[config.mk]
export PLATFORM = sky130hd
export DESIGN_NAME = lif_perceptron_n
export DESIGN_NICKNAME = d
export VERILOG_FILES = /design/src/rtl/neuron_pkg.sv /design/src/rtl/neuron_weighted_sum.sv /design/src/rtl/lif_perceptron_n.sv
export SDC_FILE = /design/constraint.sdc
export NUM_CORES = 1
export LEC_CHECK = 0
export CAP_MARGIN = 20
export CORE_ASPECT_RATIO = 0.6
export CORE_UTILIZATION = 47
export CTS_CLUSTER_DIAMETER = 200
export DETAILED_ROUTE_END_ITERATION = 10
export GPL_TIMING_DRIVEN = 0
export PLACE_DENSITY = 0.69
export SLEW_MARGIN = 0
export SYNTH_ARGS = -nofsm -noshare
export SYNTH_HDL_FRONTEND = slang
export SYNTH_SLANG_ARGS = --single-unit
[constraint.sdc]
create_clock -name clk -period 9.5 [get_ports clk]
set_input_delay 1.9 -clock clk [delete_from_list [all_inputs] [get_ports clk]]
set_output_delay 1.9 -clock clk [all_outputs]
set_load 0.1 [all_outputs]
[src/rtl/neuron_pkg.sv]
// Shared sizing, config address map and clamp helper for the LIF neuron.
package neuron_pkg;

  localparam int CFG_THRESH = 0;
  localparam int CFG_REFRAC = 1;

  function automatic int acc_w(int state_w, int in_w, int w_w, int n_in);
    return state_w + in_w + w_w + $clog2(n_in) + 2;
  endfunction

  // Clamp a signed accumulator into the unsigned range [0, 2^state_w-1].
  function automatic logic [63:0] saturate_u(logic signed [63:0] v, int state_w);
    logic signed [63:0] max_v;
    max_v = (64'sd1 <<< state_w) - 64'sd1;
    if (v < 64'sd0) return '0;
    if (v > max_v) return max_v;
    return v;
  endfunction

endpackage

[src/rtl/neuron_weighted_sum.sv]
// Combinational dot product of unsigned inputs with signed weights.
module neuron_weighted_sum #(
  parameter int N_IN  = 2,
  parameter int IN_W  = 4,
  parameter int W_W   = 4,
  parameter int ACC_W = 19
) (
  input  logic [N_IN*IN_W-1:0]     x_i,
  input  logic [N_IN*W_W-1:0]      w_i,
  output logic signed [ACC_W-1:0]  sum_o
);

  logic [N_IN-1:0][ACC_W-1:0] prod;

  for (genvar i = 0; i < N_IN; i++) begin : g_mac
    logic signed [ACC_W-1:0] xe, we;
    assign xe      = ACC_W'($signed({1'b0, x_i[i*IN_W +: IN_W]}));
    assign we      = ACC_W'($signed(w_i[i*W_W +: W_W]));
    assign prod[i] = xe * we;
  end

  always_comb begin
    sum_o = '0;
    for (int i = 0; i < N_IN; i++) sum_o = sum_o + $signed(prod[i]);
  end

endmodule

[src/rtl/lif_perceptron_n.sv]
// Leaky integrate-and-fire neuron: config regfile, leak, saturation,
// threshold compare and refractory hold.
module lif_perceptron_n
  import neuron_pkg::*;
#(
  parameter int N_IN       = 2,
  parameter int IN_W       = 4,
  parameter int W_W        = 4,
  parameter int STATE_W    = 8,
  parameter int LEAK_SHIFT = 1,
  parameter int REFRAC_DEF = 2
) (
  input  logic                          clk,
  input  logic                          reset,
  input  logic                          en,
  input  logic [N_IN*IN_W-1:0]          v_in,
  input  logic                          cfg_we,
  input  logic [$clog2(N_IN+2)-1:0]     cfg_addr,
  input  logic [STATE_W-1:0]            cfg_data,
  output logic [STATE_W-1:0]            state,
  output logic                          v_out,
  output logic                          refractory
);

  localparam int ACC_W = acc_w(STATE_W, IN_W, W_W, N_IN);
  localparam int AW    = $clog2(N_IN+2);

  localparam logic ST_INTEGRATE  = 1'b0;
  localparam logic ST_REFRACTORY = 1'b1;

  logic [N_IN-1:0][W_W-1:0] w_q, w_d;
  logic [STATE_W-1:0]       thr_q, thr_d, per_q, per_d, cnt_q, cnt_d;
  logic [STATE_W-1:0]       state_q, state_d;
  logic                     spike_q, spike_d;
  logic                     mode;

  logic signed [ACC_W-1:0]  sum, st_ext, leak, nxt;
  logic [STATE_W-1:0]       sat;

  neuron_weighted_sum #(
    .N_IN (N_IN),
    .IN_W (IN_W),
    .W_W  (W_W),
    .ACC_W(ACC_W)
  ) u_wsum (
    .x_i  (v_in),
    .w_i  (w_q),
    .sum_o(sum)
  );

  assign st_ext = ACC_W'(state_q);
  assign leak   = ACC_W'(state_q >> LEAK_SHIFT);
  assign nxt    = st_ext - leak + sum;
  assign sat    = STATE_W'(saturate_u(64'(nxt), STATE_W));
  assign mode   = (cnt_q != '0) ? ST_REFRACTORY : ST_INTEGRATE;

  always_comb begin
    w_d     = w_q;
    thr_d   = thr_q;
    per_d   = per_q;
    cnt_d   = cnt_q;
    state_d = state_q;
    spike_d = 1'b0;
    // The step below reads only _q values, so a same-cycle write lands next edge.
    if (cfg_we) begin
      for (int i = 0; i < N_IN; i++)
        if (cfg_addr == AW'(i)) w_d[i] = cfg_data[W_W-1:0];
      if (cfg_addr == AW'(N_IN + CFG_THRESH)) thr_d = cfg_data;
      if (cfg_addr == AW'(N_IN + CFG_REFRAC)) per_d = cfg_data;
    end
    if (en) begin
      case (mode)
        ST_REFRACTORY: begin
          cnt_d   = cnt_q - 1'b1;
          state_d = '0;
        end
        default: begin
          if (sat >= thr_q) begin
            state_d = '0;
            spike_d = 1'b1;
            cnt_d   = per_q;
          end else begin
            state_d = sat;
          end
        end
      endcase
    end
  end

  always_ff @(posedge clk) begin
    if (reset) begin
      for (int i = 0; i < N_IN; i++) w_q[i] <= W_W'(1);
      thr_q   <= STATE_W'(1) << (STATE_W-1);
      per_q   <= STATE_W'(REFRAC_DEF);
      cnt_q   <= '0;
      state_q <= '0;
      spike_q <= 1'b0;
    end else begin
      w_q     <= w_d;
      thr_q   <= thr_d;
      per_q   <= per_d;
      cnt_q   <= cnt_d;
      state_q <= state_d;
      spike_q <= spike_d;
    end
  end

  assign state      = state_q;
  assign v_out      = spike_q;
  assign refractory = (cnt_q != '0);

endmodule

# --- Word-level counts from Yosys, hierarchy flattened ---
# Cells that the tools add are included.
word_totals:
  in_bits: 22
  memories: 0
  output_inout_bits: 10
  elab_cells: 42
  latch_bits: 0
  mem_bits_ro: 0
  mem_bits_rw: 0
  register_bits: 41
op_classes:
  add_sub_neg: 4
  mul: 2
  n_mux: 13
  n_div: 0
  bitwise: 1
  n_shift: 0
  n_eq_ne: 3
  n_lt_le_gt_ge: 3
  n_reduce_logical: 9
ops:
  columns: ["cell", "count"]
  rows:
  - ["two-way mux 8 bit", 8]
  - ["adder 19 bit", 1]
  - ["adder 9 x 19 -> 19 bit", 1]
  - ["greater-than comparator 19 x 9 -> 1 bit (second input constant)", 1]
  - ["less-than comparator 19 x 1 -> 1 bit (second input constant)", 1]
  - ["multiplier 5 x 4 -> 9 bit", 2]
  - ["AND reduction 2 bit", 5]
  - ["subtractor 8 x 7 -> 9 bit", 1]
  - ["greater-or-equal comparator 8 bit", 1]
  - ["nonzero test 8 bit", 1]
  - ["subtractor 8 x 1 -> 8 bit (second input constant)", 1]
  - ["two-way mux 1 bit", 5]
  - ["equality test 2 bit (second input constant)", 2]
  - ["OR reduction 3 bit", 1]
  - ["equality test 2 x 1 -> 1 bit (second input constant)", 1]
  - ["zero test 2 bit", 1]
  - ["nonzero test 2 bit", 1]
  - ["NOT 1 bit", 1]

# --- Logic depth before layout (Yosys ltp) ---
# Gate-level depths: netlist of run 1.
depth:
  depth_word: 11
  mapped_depth: 32
  ltp_nobuf: 31

# --- Cells and area by module ---
# A second synthesis of run 1 with hierarchy kept.
unflattened:
  hier_cells: 609
  area_unflattened_um2: 4800.9
modules_own_cells:
  columns: ["module", "cells_each", "area_each_um2", "instances"]
  rows:
  - ["lif_perceptron_n", 432, 3374.5, 1]
  - ["neuron_weighted_sum", 177, 1426.4, 1]

# --- Worst setup path before layout of run 1 ---
# Ideal clock, no wire load.
synth_timing:
  kind: "input port to flip-flop"
  startpoint: "in v_in[0]"
  endpoint: "reg cnt_q[7]"
  path_stages: 31
  t_arrival_ns: 8.926
  n_path_buf: 1
  setup_time_ns: 0.135
  setup_slack_ns: 0.439
  path_cell_list: "nand2b_1 fa_1 fa_1 inv_1 fa_1 ha_1 inv_1 fa_1 xor2_1 fa_1 inv_1 ha_1 a21oi_1 nor2b_1 o31ai_1 nand2b_1 a21o_1 fa_1 and3b_1 nand2_1 a211o_1 nand2_1 buf_4 a21oi_1 ha_1 nand2_1 nor3_1 a21o_1 o21ai_1 o311ai_0 o41ai_1"
synth_via:
  elab_chain_cells: 11
  elab_cells_between_ends: 14
synth_rtl:
  columns: ["item", "line_no", "source"]
  rows:
  - ["start, declared", "lif_perceptron_n.sv:16", "input logic [N_IN*IN_W-1:0] v_in,"]
  - ["multiplier 5 x 4 -> 9 bit (*)", "neuron_weighted_sum.sv:19", "assign prod[i] = xe * we;"]
  - ["adder 19 bit (*)", "neuron_weighted_sum.sv:24", "for (int i = 0; i < N_IN; i++) sum_o = sum_o + $signed(prod[i]);"]
  - ["adder 9 x 19 -> 19 bit (*)", "lif_perceptron_n.sv:53", "assign nxt = st_ext - leak + sum;"]
  - ["greater-than comparator 19 x 9 -> 1 bit", "neuron_pkg.sv:16", "if (v > max_v) return max_v;"]
  - ["two-way mux 1 bit (2 in a row)", "neuron_pkg.sv:16", null]
  - ["two-way mux 8 bit", "neuron_pkg.sv:17", "return v;"]
  - ["two-way mux 8 bit (*)", "neuron_pkg.sv:16", null]
  - ["greater-or-equal comparator 8 bit (*)", "lif_perceptron_n.sv:78", "if (sat >= thr_q) begin"]
  - ["nonzero test 2 bit (no source line) (*)", null, null]
  - ["AND reduction 2 bit (no source line) (*)", null, null]
  - ["end signal, assigned", "lif_perceptron_n.sv:102", "cnt_q <= cnt_d;"]
  - ["end, declared", "lif_perceptron_n.sv:32", "logic [STATE_W-1:0] thr_q, thr_d, per_q, per_d, cnt_q, cnt_d;"]
# Every way passes the cells marked *; elsewhere a longest branch is shown, timed or not. The select of a mux whose other input is x is not followed.
# A chain may end at the register's enable or synchronous reset.

# --- Worst setup path in the final report of run 1 ---
layout_timing:
  startpoint: "in v_in[2]"
  endpoint: "reg state_q[0], in the netlist state[0]"
layout_via:
  elab_chain_cells: 11
  elab_cells_between_ends: 14
layout_rtl:
  columns: ["item", "line_no", "source"]
  rows:
  - ["multiplier 5 x 4 -> 9 bit (*)", "neuron_weighted_sum.sv:19", null]
  - ["adder 19 bit (*)", "neuron_weighted_sum.sv:24", null]
  - ["adder 9 x 19 -> 19 bit (*)", "lif_perceptron_n.sv:53", null]
  - ["greater-than comparator 19 x 9 -> 1 bit", "neuron_pkg.sv:16", null]
  - ["two-way mux 1 bit (2 in a row)", "neuron_pkg.sv:16", null]
  - ["two-way mux 8 bit", "neuron_pkg.sv:17", null]
  - ["two-way mux 8 bit (*)", "neuron_pkg.sv:16", null]
  - ["greater-or-equal comparator 8 bit", "lif_perceptron_n.sv:78", null]
  - ["two-way mux 8 bit (*)", "lif_perceptron_n.sv:78", null]
  - ["two-way mux 8 bit (*)", "lif_perceptron_n.sv:72", "case (mode)"]
  - ["end signal, assigned", "lif_perceptron_n.sv:103", "state_q <= state_d;"]
  - ["end, declared", "lif_perceptron_n.sv:33", "logic [STATE_W-1:0] state_q, state_d;"]
# Marks and branches as above.

==> results of run 1 <==
-- flip-flops by register name, indices dropped and copies added (netlist names) --
name	count
cnt_q	8
per_q	8
state	8
thr_q	8
w_q	8
v_out	1
-- metal layers --
layer | vias up | wire length (um) | GRT usage (%)
li1 | 1692 | - | -
met1 | 1573 | 5210 | 34.9
met2 | 80 | 3560 | 31.9
met3 | 7 | 444 | 5.23
met4 | 0 | 48 | 2.88
met5 | - | 0 | 0
-- what timing repair did --
item,in CTS,in global routing
buffers inserted,2,2
endpoints found under the setup margin,17,17
pin swaps,3,8
endpoints found under the hold margin,0,0
resized for setup,10,18
hold buffers,0,0
-- power by group through the flow --
stage	clock network (mW)	logic (mW)	registers [mW]
global route	0.207	0.979	0.210
CTS	0.198	0.823	0.206
global placement	0	0.754	0.209
finish	0.195	0.886	0.207
detailed placement	0	0.770	0.210
floorplan	0	0.588	0.229
-- area by class of cell --
| class | count | area share, % |
|---|---|---|
| multi-input combinational | 362 | 62.8 |
| sequential | 41 | 17.4 |
| tap | 108 | 2.87 |
| clock buffer | 6 | 2.74 |
| clock inverter | 2 | 0.824 |
| inverter | 60 | 4.84 |
| buffer | 12 | 1.54 |
| timing repair buffer | 33 | 6.91 |
-- placed cells by master (no fill, tap or decap), types with 7 or more instances in the layout --
master	netlist	layout
xnor2_1	9	9
fa_1	22	21
dfxtp_1	41	41
a21oi_1	49	46
xor2_1	8	7
nand2b_1	9	9
nor2_1	21	21
ha_1	60	59
o21ai_0	10	7
and2_1	18	18
nor2b_1	8	8
a221oi_2	7	7
inv_1	59	59
nand2_1	72	70
mux2i_1	8	8
a21o_1	9	9
clkbuf_1	7	8
clkdlybuf4s50_1	0	27
-- per-stage QoR --
stage / power [mW] / cells / setup TNS (ns)
after floorplan: 0.817 / 475 / 0
after global placement: 0.963 / 612 / -8.55
after detailed placement: 0.980 / 612 / -11.59
after CTS: 1.23 / 622 / 0
after global routing: 1.40 / 624 / 0
final: 1.29 / 624 / 0
-- worst register-to-register path: cells and delay by family, from the launching register on --
kind                       cells  cell delay (ns)
xor gates and xnor gates       1             0.18
buffers and inverters          5             0.47
AOI/OAI and AO/OA              9             1.90
DFF                            1             0.50
and+or+nand+nor                7             0.84
adders and majority gates      9             3.63
-- worst max-delay path by stage --
| stage | start | end |
|---|---|---|
| final | v_in[2] | state[0] |
| after global routing | v_in[1] | cnt_q[4] |
| after CTS | v_in[0] | cnt_q[6] |
| after detailed placement | v_in[0] | cnt_q[6] |
| after global placement | v_in[0] | cnt_q[7] |
| after floorplan | v_in[0] | cnt_q[7] |
-- cells by family (layout without fill, tap and decap cells) --
family / Yosys count / count (layout) / share of synthesized area [%]
and+or+nand+nor: 154 / 154 / 18.7
AOI/OAI and AO/OA: 101 / 101 / 17.5
adders and majority gates: 82 / 82 / 30.0
buffers and inverters: 72 / 113 / 7.38
DFF: 41 / 41 / 20.7
xor gates and xnor gates: 17 / 17 / 3.75
muxes: 8 / 8 / 2.02
==> flow_summary.yaml, run 1 <==
cells_and_area:
  multi_input_area_um2: 2960
  nFillCells: 720
  final-seq-area_um2: 821
  utilization_pct: 58.5
  nets: 619
  antenna_cells: 0
  syn_to_final_growth_pct: 18.6
  stdcell_area_um2: 4700
  layout-drive-gt1-share_pct: 8.53
floorplan:
  core_area_um2: 8040
  dieHeight_um: 73.2
  die_x_um: 121
  die_area_um2: 8830
  io-pin-count: 32
  rows: 25
  start_util_pct: 49.4
min_path:
  hp-start: "per_q[6]"
  min_path_cells: 2
  min_path_type: "register to register"
  whs_endpoint: "per_q[6]"
global_routing:
  antenna_found_initial: 0
  track_usage_pct: 22.5
  grt_pass1_vias: 3094
  grt-ovfl-total: 0
  grt_max_degree: 14
  grt_pass1_wl_um: 15200
pwr:
  total_leakage_power_nw: 2.15
  power.share.clock_pct: 15.1
  p_seq_share_pct: 16.1
  internal_power_uw: 673
  p_sw_share_pct: 47.8
  p_sw_uw: 615
  power_frac_comb_pct: 68.8
  peakVddDrop_uv: 131
  p_per_area_nw_per_um2: 274
critical_path:
  worst_ep_arrival_time_ns: 9.36
  r2r_cells: 31
  worstPathRequired_ns: 9.69
  cp_max_fo: 10
  critPathKind: "input pin to register"
  r2r_start: "w_q[3]"
  startpoint_type: "input pin"
  cpMostUsedCell: "fa_1"
  cp.buffers_inverters: 6
  worst_path_max_delay_cell: "clkdlybuf4s50_1"
  slowest_delay_ns: 0.54
  ff2ff_setup_slack_ns: 1.89
  path_depth: 32
  rr_endpoint: "state[0]"
  cp-end-kind: "register"
  path_delay_family: "adder cells"
sta:
  finalCriticalPeriod_ns: 9.17
  rsz0062_at_grt: "false"
  tightestPinTransition_ns: 0.964
  slew_viol_final: 0
  hold_slack_ns: 0.458
  hold_viol_final: 0
  fin_skew_ns: 0.00754
  fmax_ghz: 0.109
  max_slew_margin_pct: 35.6
  worst_slack_ns: 0.334
  setup_viol: 0
  finalCritPeriodShare_pct: 96.5
logic_synthesis:
  ys_seq_elements: 41
  ys.flop_type: "dfxtp_1"
  synth_most_common_cell: "nand2_1"
  yosys_warnings: 0
  ys_top_cells_by_count: "72 x nand2_1, 60 x ha_1, 59 x inv_1, 49 x a21oi_1, 41 x dfxtp_1"
  syn-num-nets: 579
  synth.area.top_cells: "dfxtp_1 21%, ha_1 19%, fa_1 11%"
  postSynthAreaPerCell_um2: 8.35
  yosysSeqAreaShare_pct: 20.7
  synthCells: 475
  synth_top_cell_area_share_pct: 20.7
  synth.distinct_cells: 52
  synth_edf_count: 0
  yosysTopAreaCell: "dfxtp_1"
  syn_area_um2: 3970
  async_flop_share_pct: 0
run_status:
  status: "completed"
placement:
  io_buffers: 29
  dpl-instance-area_um2: 4390
  place_congestion: 0.850
  dpl.hpwl_um: 7550
  place_ws_ns: -0.930
routing:
  drc_errors: 0
  via_per_inst: 5.37
  drtIter0Drc: 151
  antenna_left: 0
  first_pass_iters: 5
  finalWirelength_um: 9260
  routedWlPerCell_um: 14.8
  via_count: 3352
clock_network:
  clk_pin_slew_ns: 0.06
  clockRootBuffer: "clkbuf_16"
  clk_latency_ns: 0.29
  clock_sinks: 41
  cts-buffers-inserted: 5
  cts_tree: "done"
  cts.htree.levels: 2
  cts_buffer_depth: 2
flow_run:
  maxCapViolations: 0
Note: power is estimated with default switching activity, not from simulation.
==> run 2, diff against run 1 <==
- CORE_ASPECT_RATIO: 0.6 -> default
==> run 2 against run 1 <==
Fmax is 0.18% lower; total power is 9.1% lower; global-route usage decreased by 1.4 points; via count down 1.4%; design area shrank 2.4%; final cell count is 0.64% lower; critical endpoint is now cnt_q[7]; die area decreased by 0.14%; clock skew rose by 0.0053 ns.
==> flow_summary.yaml, run 2 (same netlist as run 1, synthesis figures left out) <==
cells_and_area:
  utilization_pct: 56.2
  instances_no_fill: 620
  layout_commonest_cell: "nand2_1"
  final_cell_mix: "70 x nand2_1, 59 x inv_1, 59 x ha_1"
  nets: 618
  syn_to_final_growth_pct: 15.7
  layout-drive-gt1-share_pct: 8.16
  stdcell_area_um2: 4590
  antenna_cells: 0
floorplan:
  io-pin-count: 32
  core_area_um2: 8180
  dieHeight_um: 93.9
  die_x_um: 93.9
  rows: 33
  die_area_um2: 8810
  start_util_pct: 48.5
clock_network:
  clk_latency_ns: 0.29
  cts_tree: "done"
  cts_buffer_depth: 2
  cts-buffers-inserted: 5
  cts.htree.levels: 2
  postCtsHoldBufs: 0
  clk_pin_slew_ns: 0.08
  clockRootBuffer: "clkbuf_8"
  clock_sinks: 41
critical_path:
  worstPathRequired_ns: 9.67
  worst_path_max_delay_cell: "fa_1"
  worst_ep_arrival_time_ns: 9.35
  startpoint_type: "input pin"
  cp-end-kind: "register"
  slowest_delay_ns: 0.55
  rr_endpoint: "cnt_q[7]"
  r2r_start: "w_q[7]"
  r2r_cells: 31
  cp_max_fo: 10
  cpMostUsedCell: "fa_1"
  ff2ff_setup_slack_ns: 1.78
  critPathKind: "input pin to register"
min_path:
  hp-start: "thr_q[2]"
  whs_endpoint: "thr_q[2]"
  min_path_cells: 2
  min_path_type: "register to register"
routing:
  drc_errors: 0
  via_count: 3305
  routedWlPerCell_um: 14.2
  antenna_left: 0
  finalWirelength_um: 8810
  first_pass_iters: 4
  via_per_inst: 5.33
  drtIter0Drc: 148
global_routing:
  met3_usage_pct: 1.70
  grt-ovfl-total: 0
  grt_max_degree: 13
  antenna_found_initial: 0
  grt_pass1_wl_um: 14700
  track_usage_pct: 21.1
  met1_usage_pct: 27.1
  grt-busiest-layer: "met2"
  grt_pass1_vias: 3181
  grt_use_met2_pct: 38.3
sta:
  fmax_ghz: 0.109
  fin_setup_tns_ns: 0
  setup_viol: 0
  finalCritPeriodShare_pct: 96.7
  tightestPinTransition_ns: 0.968
  finalCriticalPeriod_ns: 9.18
  slew_viol_final: 0
  hold_viol_final: 0
  max_slew_margin_pct: 35.3
  fin_skew_ns: 0.0129
pwr:
  p_sw_uw: 579
  power_frac_comb_pct: 71.6
  internal_power_uw: 592
  total_leakage_power_nw: 2.13
  power.share.clock_pct: 10.7
  p_seq_share_pct: 17.6
  p_sw_share_pct: 49.5
  peakVddDrop_uv: 133
  p_per_area_nw_per_um2: 255
placement:
  io_buffers: 29
  place_inst: 609
  place_congestion: 0.823
  dpl-instance-area_um2: 4390
  dpl.hpwl_um: 7210
run_status:
  status: "completed"
flow_run:
  maxCapViolations: 0
## run 2: changes by cell type in the layout (fill, tap and decap cells not counted), moves of 2 or more
cell             delta
clkbuf_8            +7
clkdlybuf4s50_1     -2
dlymetal6s2s_1      +2
clkbuf_16           -5
## run 2: what timing repair did
item | CTS | global route
endpoints found under the setup margin | 17 | 16
buffers inserted | 1 | 2
pin swaps | 3 | 2
endpoints found under the hold margin | 0 | 0
resized for setup | 9 | 14
## run 2: layout make-up
cell class	count	area (um^2)
inverters	60	228
well taps	105	131
repair buffers	32	323
flip-flops and latches	41	821
clock inverters	1	5.00
plain buffers	12	68.8
fillers	774	3580
clock buffers	7	96.3
multi-input cells	362	2920
## run 2: power groups by stage
| stage | Clock (mW) | Sequential (mW) | Combinational (mW) |
|---|---|---|---|
| 3_3_place_gp | 0 | 0.210 | 0.753 |
| 3_5_place_dp | 0 | 0.211 | 0.771 |
| 6_report | 0.126 | 0.207 | 0.839 |
| 4_1_cts | 0.128 | 0.207 | 0.808 |
| 5_1_grt | 0.135 | 0.209 | 0.925 |
| 2_1_floorplan | 0 | 0.229 | 0.588 |
## run 2: per-stage QoR
| stage | hold slack [ns] | setup slack (ns) | power [mW] |
|---|---|---|---|
| final | 0.460 | 0.317 | 1.17 |
| after global routing | 0.477 | -0.0111 | 1.27 |
| after CTS | 0.458 | 0.0182 | 1.14 |
| after detailed placement | 0.448 | -0.821 | 0.982 |
| after global placement | 0.444 | -0.672 | 0.962 |
| after floorplan | 0.436 | 0.439 | 0.817 |
## run 2: critical path: cells and delay by family
kind,cells,cell delay [ns]
fa+ha+maj,9,3.65
compound gates,9,1.83
xor+xnor,1,0.17
buf+inv,5,0.83
simple gates,8,0.97
## run 2: worst max-delay path by stage
stage                  from        to  slack (ns)  cells after the start
CTS                 v_in[4]  state[0]        0.02                     33
global route        v_in[1]  state[3]       -0.01                     33
finish              v_in[1]  cnt_q[7]        0.32                     32
global placement    v_in[4]  cnt_q[6]       -0.67                     32
detailed placement  v_in[4]  cnt_q[6]       -0.82                     32
floorplan           v_in[0]  cnt_q[7]        0.44                     31
## run 2: metal layers
layer	routed length (um)	share of wire (%)
met5	0	0
met2	4500	51
met4	49	0.56
met3	122	1.4
met1	4140	47
